### src/rtl/muldiv_ctrl_pkg.sv
// Shared definitions for the HI/LO multiply/divide sequencer: operation
// encodings, controller state encoding and a small decode helper.
package muldiv_ctrl_pkg;

  localparam logic [1:0] MD_MULT  = 2'b00;
  localparam logic [1:0] MD_MULTU = 2'b01;
  localparam logic [1:0] MD_DIV   = 2'b10;
  localparam logic [1:0] MD_DIVU  = 2'b11;

  typedef enum logic [1:0] {
    ST_IDLE     = 2'b00,
    ST_MUL_WAIT = 2'b01,
    ST_DIV_RUN  = 2'b10,
    ST_DONE     = 2'b11
  } md_state_t;

  function automatic logic is_div_op(input logic [1:0] op);
    return op[1];
  endfunction

endpackage

### src/rtl/muldiv_ctrl.sv
// Sequencer for the shared multiplier/divider: latches one EX request, stalls
// EX until the 64-bit {hi,lo} result is available, then issues one HI/LO write.
module muldiv_ctrl
  import muldiv_ctrl_pkg::*;
#(
  parameter int MUL_LAT = 2,
  parameter int WIDTH   = 32
) (
  input  logic                 clk,
  input  logic                 rst,
  input  logic                 op_valid_i,
  input  logic [1:0]           op_i,
  input  logic [WIDTH-1:0]     src1_i,
  input  logic [WIDTH-1:0]     src2_i,
  input  logic                 flush_i,
  input  logic                 hold_i,
  output logic                 stallreq_o,
  output logic                 mul_signed_o,
  output logic [WIDTH-1:0]     mul_a_o,
  output logic [WIDTH-1:0]     mul_b_o,
  input  logic [2*WIDTH-1:0]   mul_result_i,
  output logic                 div_start_o,
  output logic                 div_signed_o,
  output logic [WIDTH-1:0]     div_op1_o,
  output logic [WIDTH-1:0]     div_op2_o,
  output logic                 div_annul_o,
  input  logic                 div_ready_i,
  input  logic [2*WIDTH-1:0]   div_result_i,
  output logic                 hilo_we_o,
  output logic [WIDTH-1:0]     hi_wdata_o,
  output logic [WIDTH-1:0]     lo_wdata_o
);

  localparam int CW = (MUL_LAT < 1) ? 1 : $clog2(MUL_LAT + 1);

  md_state_t         state, state_next;
  logic [CW-1:0]     cnt;
  logic [WIDTH-1:0]  opnd_a, opnd_b;
  logic [WIDTH-1:0]  hi_res, lo_res;
  logic              mul_signed, div_signed;
  logic              accept, mul_done, div_done;
  logic              stall, start, annul, we;

  // Control outputs are gated by rst so nothing leaks out while resetting.
  always_comb begin
    state_next = state;
    accept     = 1'b0;
    mul_done   = 1'b0;
    div_done   = 1'b0;
    stall      = 1'b0;
    start      = 1'b0;
    annul      = 1'b0;
    we         = 1'b0;
    if (!rst) begin
      case (state)
        ST_IDLE: begin
          if (op_valid_i && !flush_i) begin
            stall  = 1'b1;
            accept = 1'b1;
            if (!is_div_op(op_i))
              state_next = ST_MUL_WAIT;
            else if (src2_i == '0)
              state_next = ST_DONE;
            else
              state_next = ST_DIV_RUN;
          end
        end
        ST_MUL_WAIT: begin
          if (flush_i) begin
            state_next = ST_IDLE;
          end else begin
            stall = 1'b1;
            if (cnt == '0) begin
              mul_done   = 1'b1;
              state_next = ST_DONE;
            end
          end
        end
        ST_DIV_RUN: begin
          if (flush_i) begin
            annul      = 1'b1;
            state_next = ST_IDLE;
          end else begin
            stall = 1'b1;
            start = !div_ready_i;
            if (div_ready_i) begin
              div_done   = 1'b1;
              state_next = ST_DONE;
            end
          end
        end
        ST_DONE: begin
          if (flush_i) begin
            state_next = ST_IDLE;
          end else if (!hold_i) begin
            we         = 1'b1;
            state_next = ST_IDLE;
          end
        end
        default: state_next = ST_IDLE;
      endcase
    end
  end

  // A zero divisor skips the divider entirely, so the result is cleared here.
  always_ff @(posedge clk) begin
    if (rst) begin
      state      <= ST_IDLE;
      cnt        <= '0;
      opnd_a     <= '0;
      opnd_b     <= '0;
      hi_res     <= '0;
      lo_res     <= '0;
      mul_signed <= 1'b0;
      div_signed <= 1'b0;
    end else begin
      state <= state_next;
      if (accept) begin
        opnd_a     <= src1_i;
        opnd_b     <= src2_i;
        mul_signed <= (op_i == MD_MULT);
        div_signed <= (op_i == MD_DIV);
        cnt        <= CW'(MUL_LAT);
        if (is_div_op(op_i) && src2_i == '0) begin
          hi_res <= '0;
          lo_res <= '0;
        end
      end else if (state == ST_MUL_WAIT && cnt != '0) begin
        cnt <= cnt - CW'(1);
      end
      if (mul_done)
        {hi_res, lo_res} <= mul_result_i;
      if (div_done)
        {hi_res, lo_res} <= div_result_i;
    end
  end

  assign stallreq_o   = stall;
  assign div_start_o  = start;
  assign div_annul_o  = annul;
  assign hilo_we_o    = we;
  assign mul_signed_o = mul_signed;
  assign mul_a_o      = opnd_a;
  assign mul_b_o      = opnd_b;
  assign div_signed_o = div_signed;
  assign div_op1_o    = opnd_a;
  assign div_op2_o    = opnd_b;
  assign hi_wdata_o   = hi_res;
  assign lo_wdata_o   = lo_res;

endmodule

### config.mk
export PLATFORM = sky130hd
export DESIGN_NAME = muldiv_ctrl
export DESIGN_NICKNAME = d
export VERILOG_FILES = /design/src/rtl/muldiv_ctrl_pkg.sv /design/src/rtl/muldiv_ctrl.sv
export SDC_FILE = /design/constraint.sdc
export NUM_CORES = 1
export LEC_CHECK = 0
export BUFFER_PORTS_ARGS = -buffer_cell sky130_fd_sc_hd__clkbuf_2
export CORE_AREA = 2 2 155 157
export DETAILED_ROUTE_END_ITERATION = 6
export DIE_AREA = 0 0 157 159
export SLEW_MARGIN = 20
export SYNTH_ARGS = -nofsm -noshare
export SYNTH_HDL_FRONTEND = slang
export SYNTH_SLANG_ARGS = --single-unit
### constraint.sdc
create_clock -name clk -period 1.74 [get_ports clk]
set_clock_uncertainty 0.1 [all_clocks]
set_input_delay 0.174 -clock clk [delete_from_list [all_inputs] [get_ports clk]]
set_output_delay 0.174 -clock clk [all_outputs]
set_load 0.01 [all_outputs]
Word level (Yosys, flattened, before mapping)
Cells that the tools add are included.
W data, S select, Z words.
- add/subtract/negate cells: 1
- multipliers: 0
- divide/modulo/power cells: 0
- order comparisons: 0
- eq/ne operators: 8
- shift-type cells: 0
- multiplexer cells: 42
- bitwise gates (word level): 0
- reduce and logical (&&, ||, !) cells: 17
- operator list (operator ; count):
    $mux W32 ; 6
    $logic_not A32 Y1 ; 1
    $mux W1 ; 24
    $mux W2 ; 10
    $ne A3 B3 Y1 const B ; 3
    $pmux W2 S4 ; 1
    $eq A2 B2 Y1 const B ; 3
    $logic_not A2 Y1 ; 3
    $reduce_bool A3 Y1 ; 2
    $reduce_and A4 Y1 ; 1
    $reduce_bool A2 Y1 ; 2
    $reduce_or A2 Y1 ; 2
    $logic_and A1 B1 Y1 ; 3
    $eq A2 B1 Y1 const B ; 1
    $logic_not A1 Y1 ; 2
    $ne A2 B2 Y1 const B ; 1
    $pmux W1 S2 ; 1
    $reduce_and A2 Y1 ; 1
    $sub A2 B1 Y2 const B ; 1
- bits in registers: 134
- bits in latches: 0
- bits in writable memories: 0
- ROM bits: 0
- input port bits: 200
- output and inout port bits: 198
- word-level logic and storage cells: 77
- memories kept: 0

Longest topological paths before layout
Gate-level depths: netlist of run 1.
- depth after elaboration: 8
- mapped depth: 8
- depth with buffers taken out: 6

Worst setup path before layout of run 1
No wires, ideal clock.
- path type: register to register
- from: reg state[0]
- to: reg state[0]
- setup time: 0.119 ns
- arrival: 1.541 ns
- required time: 1.521 ns
- slack: -0.020 ns
- stages on the path, launching flop included: 7
- buffers on the path: 0
- clock period less this slack: 1.760 ns
- path through: dfxtp_1 inv_1 ha_1 nand2b_1 a31oi_1 or4_1 o221a_1
- longest elaborated chain between the ends: 3
- elaborated cells between the ends (all ways): 10
- classes of those cells: eq/ne (7); mux (1); reduce/logical (2)
- RTL lines (what ; RTL line ; source):
    start: declaration ; muldiv_ctrl.sv:36 ; md_state_t state, state_next;
    start signal: assignment ; muldiv_ctrl.sv:117 ; state <= state_next;
    $eq A2 B1 Y1, or another cell as far along ; muldiv_ctrl.sv:55 ; case (state)
    $ne A3 B3 Y1 (no source line) / $ne A2 B2 Y1 (equally long branches) ; -- ;
    $reduce_and A4 Y1 (no source line) ; -- ;
Several ways; a longest one is shown, not always the timed one.
A chain may end at the register's enable or synchronous reset.

Worst setup path in the final report of run 1
- from: reg state[1]
- to: out stallreq_o
- longest elaborated chain between the ends: 4
- elaborated cells between the ends (all ways): 6
- classes of those cells: eq/ne (2); mux (2); reduce/logical (2)
- RTL lines (what ; RTL line ; source):
    $eq A2 B1 Y1 / $eq A2 B2 Y1 (equally long branches) ; muldiv_ctrl.sv:55 ;
    $reduce_or A2 Y1 (no source line) ; -- ;
    $pmux W1 S2 (*) ; muldiv_ctrl.sv:55 ;
    $mux W1 (*) ; muldiv_ctrl.sv:54 ; if (!rst) begin
    end: declaration ; muldiv_ctrl.sv:17 ; output logic stallreq_o,
Mark *: on every way between the ends. The rest lies on a longest branch, timed or not.

==> flow_metrics.tcl, run 1 <==
set metrics [dict create \
    run_status "finished, violations left" \
    violations "setup timing" \
    synth_edf_count 0 \
    synth_top_family_by_area "compound AO/OA/AOI/OAI gates" \
    initialDrtViolationCount 388 \
    endpoint_kind "output port" \
    syn-cell-area_mm2 0.00580 \
    total_number_of_vias 6860 \
    vdd_ir_drop_max_uv 516 \
    yosysWarnings 0 \
    place.gp.congestion 0.795 \
    tritoncts.num_buffers 17 \
    rsz0062_at_grt "yes" \
    min_path_type "in2reg" \
    clockBufferDepth 2 \
    synth.mux.area_fraction 0 \
    area_share_of_xor_xnor_cells_in_the_synthesized_design 0.00151 \
    grt_antenna_before_repair 1 \
    synth.lib_cells_used.distinct 35 \
    timing.final.max_slew_violations 0 \
    max-slew-margin-rel 0.668 \
    crit_path_start_kind "flip-flop" \
    hold_viol 0 \
    synth_sequential_area_ratio 0.462 \
    critical_path_peak_fanout 4 \
    drv_cap 0 \
    clock_tree_from_tritoncts "built" \
    ios 398 \
    path_cells "inv_6 > ha_4 > nand2b_4 > a211oi_2 > buf_2" \
    number_of_global_route_vias_before_repair 6723 \
    vias_per_cell 4.56 \
    detailedPlacementHpwl_mm 14.7 \
    synth_top_area_cell "dfxtp_1" \
    synth_top_flop_cell "dfxtp_1" \
    port_buffers 397 \
    core.rowCount 56 \
    synth_async_sr_flop_share 0 \
    synth-adder-area-share 0.0129 \
    initial_core_util 0.250 \
    most_used_routing_layer_in_global_routing "met2" \
    pin_count_of_the_biggest_net_entering_global_routing 65 \
    cts.sinks 134 \
    worst_skew_pair.late_latency_ps 410 \
    synthTopCellsByArea "dfxtp_1, a22o_1, a31o_1" \
    cp_slowest_stage_delay_ps 390 \
    core-area_mm2 0.0232 \
    path_type_of_the_worst_setup_path "reg2out" \
    groute.layer.met3.usage 0.0542 \
    drc_errors_left 0 \
    worst_slack_ps -86.5 \
    cts-root-buf "clkbuf_16" \
    area_delta_synth_final_pct 84.7 \
    grt_pass1_wl_mm 34.9 \
    synth-compound-area-share 0.260 \
    cts-htree-levels 4 \
    layout.nets 1377 \
    power_density_mw_per_mm2 1000 \
    netlist_instances 632 \
    overflow 0 \
    drtAntennaViolNets 0 \
    synth_simple_gate_area_frac 0.130 \
    filler_cell_count 2141 \
    final-setup-viol-count 69 \
    synth_nets 838 \
    drtPass1Iterations 5 \
    drt_wl_total_mm 25.7 \
    synthDominantCellAreaShare 0.462 \
    wl_per_cell_um 17.1 \
    period_needed_ps 1830 \
    clk_pin_slew_ps 60 \
    crit_buf_inv 2 \
    worst_ep_arrival_time_ps 1550 \
    delay_heaviest_family_cp "flip-flops" \
    final_layout_size_suffix_gt1_frac 0.419 \
    worst_ep_required_time_ps 1470 \
    crit_path_top_delay_cell "dfxtp_4" \
    syn_area_per_cell_um2 9.18 \
    finalHoldWorstSlack_ps 28.8 \
    fmax_mhz 547 \
    fp.dieH_um 159 \
    totalPowerFinal_w 0.0108 \
    power_leakage_nw 5.00 \
    grt_util_all_layers 0.178 \
    tightestPinTransition_ps 498 \
    chipWidth_um 157 \
    groute.layer.met1.usage 0.194 \
    floorplan.die_area_mm2 0.0250 \
    use_met2 0.322 \
    synth.ff_latch_count 134 \
    layout_worst_path_cycle_share 1.05 \
]
==> power breakdown <==
group / total (W) / switching (W) / leakage, nW / internal [W]
registers: 0.00383 / 0.000320 / 1.09 / 0.00351
clock network: 0.00362 / 0.00149 / 0.271 / 0.00213
logic: 0.00331 / 0.00163 / 3.64 / 0.00168
==> path summary, 6_finish.rpt <==
kind / startpoint / slack [ps] / endpoint / cells past startpoint
max: state[1]$_SDFFE_PP0P_ / -90 / stallreq_o / 5
min: src2_i[21] / 30 / div_op2_o[21]$_SDFFE_PP0P_ / 4
max reg2reg: state[0]$_SDFFE_PP0P_ / -80 / state[0]$_SDFFE_PP0P_ / 6
min reg2reg: div_signed_o$_SDFFE_PP0P_ / 360 / div_signed_o$_SDFFE_PP0P_ / 2
==> cell type report <==
| cell class | instances | area [um^2] | area share |
|---|---|---|---|
| Timing Repair Buffer | 634 | 4530 | 0.422 |
| Sequential cell | 134 | 2690 | 0.251 |
| Multi-Input combinational cell | 378 | 2490 | 0.232 |
| Clock buffer | 19 | 433 | 0.0404 |
| Tap cell | 319 | 399 | 0.0372 |
| Clock inverter | 13 | 148 | 0.0138 |
| Inverter | 6 | 30.0 | 0.00280 |
| Antenna cell | 2 | 5.00 | 0.000467 |
==> stage by stage <==
stage	setup TNS [ps]	cell area, um^2	instances	setup WS (ps)	utilization
2_1_floorplan	0	5800	632	11.7	-
5_1_grt	-7240	10700	1504	-146	0.462
6_report	-3400	10700	1505	-86.5	0.462
4_1_cts	-3100	10300	1486	-95.4	0.445
3_3_place_gp	-13960	7710	1257	-231	0.333
3_5_place_dp	-13640	7710	1257	-232	0.333
==> registers in the layout, indices dropped and copies added, names as in the netlist <==
register      flops
hi_wdata_o       32
div_op2_o        32
div_op1_o        32
lo_wdata_o       32
state             2
mul_signed_o      1
div_signed_o      1
cnt               2
==> per-layer routing <==
metal  up-vias  wire [um]
met5         -          0
met4         0        656
met3        42       1930
met2       331      13200
met1      3211       9950
li1       3276          -
==> repair_timing <==
action	in CTS	in global routing
buffers inserted	4	6
gates cloned	1	10
resized for setup	12	39
pin swaps	3	6
endpoints found under the hold margin	129	1
endpoints found under the setup margin	68	69
hold buffers	192	1
==> worst reg2reg max path, cell delays in order (launching register included) <==
cell and delay [ps]:
dfxtp_4 380, inv_4 60, buf_4 140, ha_4 160, nor2b_2 140, or4_4 510
o221a_1 210
==> cells by family after synthesis <==
family,count (synthesis)
AOI/OAI and AO/OA,202
and+or+nand+nor,169
DFF,134
buffers and inverters,120
adders and majority gates,6
xor gates and xnor gates,1
==> cell usage in the layout (no fill, tap or decap), types with 2 or more instances in the layout <==
cell type,Yosys,final
clkbuf_2,0,394
dlygate4sd3_1,0,193
dfxtp_1,134,132
nand2_1,133,131
a21oi_1,68,68
a22o_1,64,64
a31o_1,64,64
clkbuf_16,0,23
buf_4,65,21
buf_6,6,9
nor4_1,8,8
buf_12,0,7
inv_6,0,5
inv_1,6,4
ha_4,0,4
clkinvlp_4,0,4
nand2b_1,4,3
nor3_4,1,3
diode_2,0,2
nor4b_4,0,2
and3_1,3,2
nand3b_1,2,2
nor2_1,3,2
nor3_1,3,2
clkinv_4,0,2
bufinv_16,0,2
clkbuf_1,11,2
buf_16,0,2
dfxtp_4,0,2
==> synth_stat cells, types with 2 or more instances <==
cell	count
a21oi_1	68
a22o_1	64
a31o_1	64
and3_1	3
and4_1	2
buf_1	4
buf_2	28
buf_4	65
buf_6	6
clkbuf_1	11
dfxtp_1	134
ha_1	6
inv_1	6
nand2_1	133
nand2b_1	4
nand3b_1	2
nor2_1	3
nor2b_1	2
nor3_1	3
nor4_1	8
or4_1	2
Power figures use the tool's default switching activity.
==> inputs of run 2 (changes only) <==
--- a/config.mk
+++ b/config.mk
@@ -9,6 +9,7 @@
 export CORE_AREA = 2 2 155 157
 export DETAILED_ROUTE_END_ITERATION = 6
 export DIE_AREA = 0 0 157 159
+export RECOVER_POWER = 50
 export SLEW_MARGIN = 20
 export SYNTH_ARGS = -nofsm -noshare
 export SYNTH_HDL_FRONTEND = slang
==> flow_metrics.tcl, run 2 (synthesized netlist as in run 1, its figures left out) <==
set metrics [dict create \
    power_switching_share 0.322 \
    comb_power_share 0.301 \
    drtAntennaViolNets 0 \
    crit_path_start_kind "flip-flop" \
    path_type_of_the_worst_setup_path "reg2out" \
    initialDrtViolationCount 343 \
    critical_path.endpoint "stallreq_o" \
    cp_slowest_stage_delay_ps 390 \
    layout_common_cells "clkbuf_2, dlygate4sd3_1, clkbuf_1, dfxtp_1, nand2_1" \
    p_seq_frac 0.359 \
    ios 398 \
    initial_core_util 0.250 \
    violations "setup timing" \
    worst_slack_ps -84.1 \
    layout_commonest_cell "clkbuf_2" \
    pwr-share-clk 0.340 \
    power_leakage_nw 4.55 \
    min_path_type "in2reg" \
    pin_count_of_the_biggest_net_entering_global_routing 65 \
    overflow 0 \
    critical_path_peak_fanout 4 \
    worst_skew_pair.late_latency_ps 410 \
    cts.sinks 134 \
    core-area_mm2 0.0232 \
    power_density_mw_per_mm2 1010 \
    setup.worst_path.start "state[1]$_SDFFE_PP0P_" \
    wl_per_cell_um 17.1 \
    grt_util_all_layers 0.178 \
    period_needed_ps 1820 \
    tightestPinTransition_ps 485 \
    hold_viol 0 \
    final-setup-viol-count 69 \
    chipWidth_um 157 \
    r2r-start "state[0]$_SDFFE_PP0P_" \
    fmax_mhz 548 \
    pre_cts_slack_ps -232 \
    place.gp.congestion 0.795 \
    clock_tree_from_tritoncts "built" \
    vdd_ir_drop_max_uv 514 \
    drc_errors_left 0 \
    timing.final.max_slew_violations 0 \
    clockBufferDepth 2 \
    grt_pass1_wl_mm 34.9 \
    rr_endpoint "state[0]$_SDFFE_PP0P_" \
    r2r_cells 6 \
    run_status "finished, violations left" \
    crit_path_top_delay_cell "dfxtp_4" \
    fin_setup_tns_ps -3210 \
    worst_ep_required_time_ps 1470 \
    power.switching_w 0.00343 \
    clk_pin_slew_ps 60 \
    drtPass1Iterations 5 \
    number_of_global_route_vias_before_repair 6723 \
    final_layout_size_suffix_gt1_frac 0.308 \
    reg2reg_slack_ps -80 \
    worst_ep_arrival_time_ps 1550 \
    layout_worst_path_cycle_share 1.05 \
    internal-power_w 0.00722 \
    grt_antenna_before_repair 1 \
    detailedPlacementHpwl_mm 14.7 \
    layout.nets 1377 \
    floorplan.die_area_mm2 0.0250 \
    drv_cap 0 \
    drt_wl_total_mm 25.8 \
    endpoint_kind "output port" \
    total_number_of_vias 6897 \
    max-slew-margin-rel 0.677 \
    area_delta_synth_final_pct 81.9 \
    tritoncts.num_buffers 17 \
    cts-htree-levels 4 \
    core.rowCount 56 \
    cts-root-buf "clkbuf_16" \
    rsz0062_at_grt "yes" \
    vias_per_cell 4.58 \
    path_cells "inv_6 > ha_4 > nand2b_4 > a211oi_2 > buf_2" \
    fp.dieH_um 159 \
    port_buffers 397 \
]
run 2: cell counts in the layout (fill, tap and decap cells not counted):
Identical to the previous run, type by type.
run 2: worst min-delay path by stage:
stage                           from                         end  cells after the start  slack, ps
detailed placement        src1_i[12]  div_op1_o[12]$_SDFFE_PP0P_                      3        300
CTS                 mul_result_i[32]  hi_wdata_o[0]$_SDFFE_PP0P_                      3          1
floorplan                  src1_i[0]   div_op1_o[0]$_SDFFE_PP0P_                      2        210
global placement          src1_i[16]  div_op1_o[16]$_SDFFE_PP0P_                      3        300
finish                    src2_i[21]  div_op2_o[21]$_SDFFE_PP0P_                      4         30
global route              src2_i[21]  div_op2_o[21]$_SDFFE_PP0P_                      4         30
run 2: power by group through the flow:
stage	Combinational (W)	Clock, W	Sequential (W)
6_report	0.00321	0.00362	0.00382
5_1_grt	0.00347	0.00386	0.00387
4_1_cts	0.00291	0.00372	0.00380
3_5_place_dp	0.00245	0	0.00386
3_3_place_gp	0.00244	0	0.00384
2_1_floorplan	0.00135	0	0.00398
run 2: layout make-up:
| cell class | instances | area (um^2) |
|---|---|---|
| diodes | 2 | 5.00 |
| clock buffers | 19 | 433 |
| clock inverters | 13 | 148 |
| fillers | 2216 | 12600 |
| inverters | 6 | 30.0 |
| multi-input cells | 378 | 2490 |
| flip-flops and latches | 134 | 2690 |
| well taps | 319 | 399 |
| repair buffers | 634 | 4360 |
run 2: repair_timing:
action | 4_1_cts | 5_1_grt
gates cloned | 1 | 10
endpoints found under the hold margin | 129 | 1
gates resized for setup | 12 | 39
setup endpoints to repair | 68 | 69
hold buffers | 192 | 1
pin swaps | 3 | 6
buffers inserted | 4 | 6
run 2: worst max-delay path: cells and delay by family (launching register included):
kind / cells / cell delay (ps)
buffers and inverters: 2 / 210
DFF: 1 / 390
and+or+nand+nor: 1 / 50
AOI/OAI and AO/OA: 1 / 200
adders and majority gates: 1 / 280
run 2: layer usage:
layer | GRT usage | wire [um] | vias up
met1 | 0.194 | 9910 | 3234
met3 | 0.0542 | 1970 | 38
li1 | - | - | 3276
met5 | 0 | 0 | -
met4 | 0.0651 | 618 | 0
met2 | 0.322 | 13300 | 349
run 2: metrics by stage:
step	std cells	util	hold WS (ps)	power, W	instance area [um^2]
floorplan	632	-	210	0.00533	5800
detailed placement	1257	0.333	301	0.00631	7710
global route	1504	0.455	27.4	0.0112	10600
finish	1505	0.455	29.1	0.0107	10600
global placement	1257	0.333	297	0.00628	7710
CTS	1486	0.445	0.986	0.0104	10300
==> inputs of run 3 (changes only) <==
--- a/config.mk
+++ b/config.mk
@@ -9,6 +9,7 @@
 export CORE_AREA = 2 2 155 157
 export DETAILED_ROUTE_END_ITERATION = 6
 export DIE_AREA = 0 0 157 159
+export MAX_ROUTING_LAYER = met4
 export RECOVER_POWER = 50
 export SLEW_MARGIN = 20
 export SYNTH_ARGS = -nofsm -noshare
==> flow_metrics.tcl, run 3 (synthesized netlist as in run 1, its figures left out) <==
set metrics [dict create \
    grt_pass1_wl_mm 34.9 \
    period_needed_ps 1830 \
    internal-power_w 0.00721 \
    timing.final.max_slew_violations 0 \
    worst_ep_required_time_ps 1470 \
    layout_worst_path_cycle_share 1.05 \
    final-setup-viol-count 69 \
    place.gp.congestion 0.806 \
    clock_tree_from_tritoncts "built" \
    finalHoldWorstSlack_ps 30.5 \
    filler_cell_count 2216 \
    cts-htree-levels 4 \
    pwr-share-clk 0.340 \
    post_layout_nonfiller_instances 1505 \
    multi_input_area_mm2 0.00249 \
    power_density_mw_per_mm2 1010 \
    port_buffers 397 \
    vias_per_cell 4.58 \
    endpoint_kind "output port" \
    worst_ep_arrival_time_ps 1560 \
    ff_latch_area_mm2 0.00269 \
    overflow 0 \
    core-area_mm2 0.0232 \
    placedCellCount 1257 \
    wl_per_cell_um 17.1 \
    worst_skew_pair.late_latency_ps 410 \
    drtAntennaViolNets 0 \
    floorplan.die_area_mm2 0.0250 \
    fin_setup_tns_ps -3780 \
    number_of_global_route_vias_before_repair 6718 \
    area_delta_synth_final_pct 81.8 \
    drv_cap 0 \
    layout.nets 1377 \
    run_status "finished, violations left" \
    hold_viol 0 \
    final_layout_size_suffix_gt1_frac 0.309 \
    chipWidth_um 157 \
    tritoncts.num_buffers 17 \
    cts.sinks 134 \
    vdd_ir_drop_max_uv 513 \
    clockBufferDepth 2 \
    critical_path_peak_fanout 4 \
    pre_cts_slack_ps -232 \
    grt_util_all_layers 0.183 \
    min_path_type "in2reg" \
    pin_count_of_the_biggest_net_entering_global_routing 65 \
    totalPowerFinal_w 0.0106 \
    power.switching_w 0.00343 \
    power_leakage_nw 4.54 \
    comb_power_share 0.300 \
    worst_slack_ps -89.9 \
    p_seq_frac 0.359 \
    cts-root-buf "clkbuf_16" \
    initialDrtViolationCount 363 \
    drtPass1Iterations 5 \
    grt_antenna_before_repair 1 \
    path_type_of_the_worst_setup_path "reg2out" \
    violations "setup timing" \
    ios 398 \
    layout_commonest_cell "clkbuf_2" \
    rsz0062_at_grt "yes" \
    crit_path_start_kind "flip-flop" \
    fp.dieH_um 159 \
    initial_core_util 0.250 \
    core.rowCount 56 \
    layout_common_cells "clkbuf_2, dlygate4sd3_1, clkbuf_1, dfxtp_1, nand2_1" \
    tightestPinTransition_ps 492 \
    total_number_of_vias 6891 \
    detailedPlacementHpwl_mm 14.7 \
    power_switching_share 0.323 \
    drc_errors_left 0 \
    clk_pin_slew_ps 60 \
    max-slew-margin-rel 0.672 \
    fmax_mhz 546 \
    drt_wl_total_mm 25.8 \
]
[run 3: power by group through the flow]
stage	clock, W	combinational (W)	sequential, W
2_1_floorplan	0	0.00135	0.00398
3_3_place_gp	0	0.00244	0.00384
3_5_place_dp	0	0.00245	0.00386
4_1_cts	0.00372	0.00291	0.00380
5_1_grt	0.00386	0.00346	0.00387
6_report	0.00362	0.00320	0.00382
[run 3: through the flow]
stage | utilization | cell area (um^2)
6_report | 0.455 | 10500
5_1_grt | 0.455 | 10500
4_1_cts | 0.445 | 10300
3_5_place_dp | 0.333 | 7710
3_3_place_gp | 0.333 | 7710
2_1_floorplan | - | 5800
[run 3: cell type report]
class	instances	share of cell area
Timing Repair Buffer	634	0.413
Sequential cell	134	0.255
Multi-Input combinational cell	378	0.236
Clock buffer	19	0.0410
Tap cell	319	0.0378
Clock inverter	13	0.0140
Inverter	6	0.00285
Antenna cell	2	0.000474
[run 3: what timing repair did]
| action | 4_1_cts | 5_1_grt |
|---|---|---|
| cloned | 1 | 10 |
| buffers inserted | 4 | 6 |
| resized for setup | 12 | 37 |
| setup endpoints to repair | 68 | 69 |
| hold endpoints to repair | 129 | 1 |
| hold buffers | 192 | 1 |
| pin swaps | 3 | 7 |
[run 3: critical path: stages, from the launching register on]
cell      delay (ps)
dfxtp_4          390
inv_6             50
ha_4             280
nand2b_4          50
a211oi_2         200
buf_2            170
[run 3: layer usage]
layer	track usage	wire [um]	vias to the layer above
met3	0.0463	1770	39
met1	0.197	10100	3251
met5	-	0	-
met2	0.323	13400	324
li1	-	-	3277
met4	0.0663	592	0
[run 3: worst paths after layout]
check                       startpoint                          to  slack [ps]  cells after the start
min reg2reg  div_signed_o$_SDFFE_PP0P_   div_signed_o$_SDFFE_PP0P_         360                      2
min                         src2_i[21]  div_op2_o[21]$_SDFFE_PP0P_          30                      4
max reg2reg      state[0]$_SDFFE_PP0P_       state[0]$_SDFFE_PP0P_         -70                      6
max              state[1]$_SDFFE_PP0P_                  stallreq_o         -90                      5
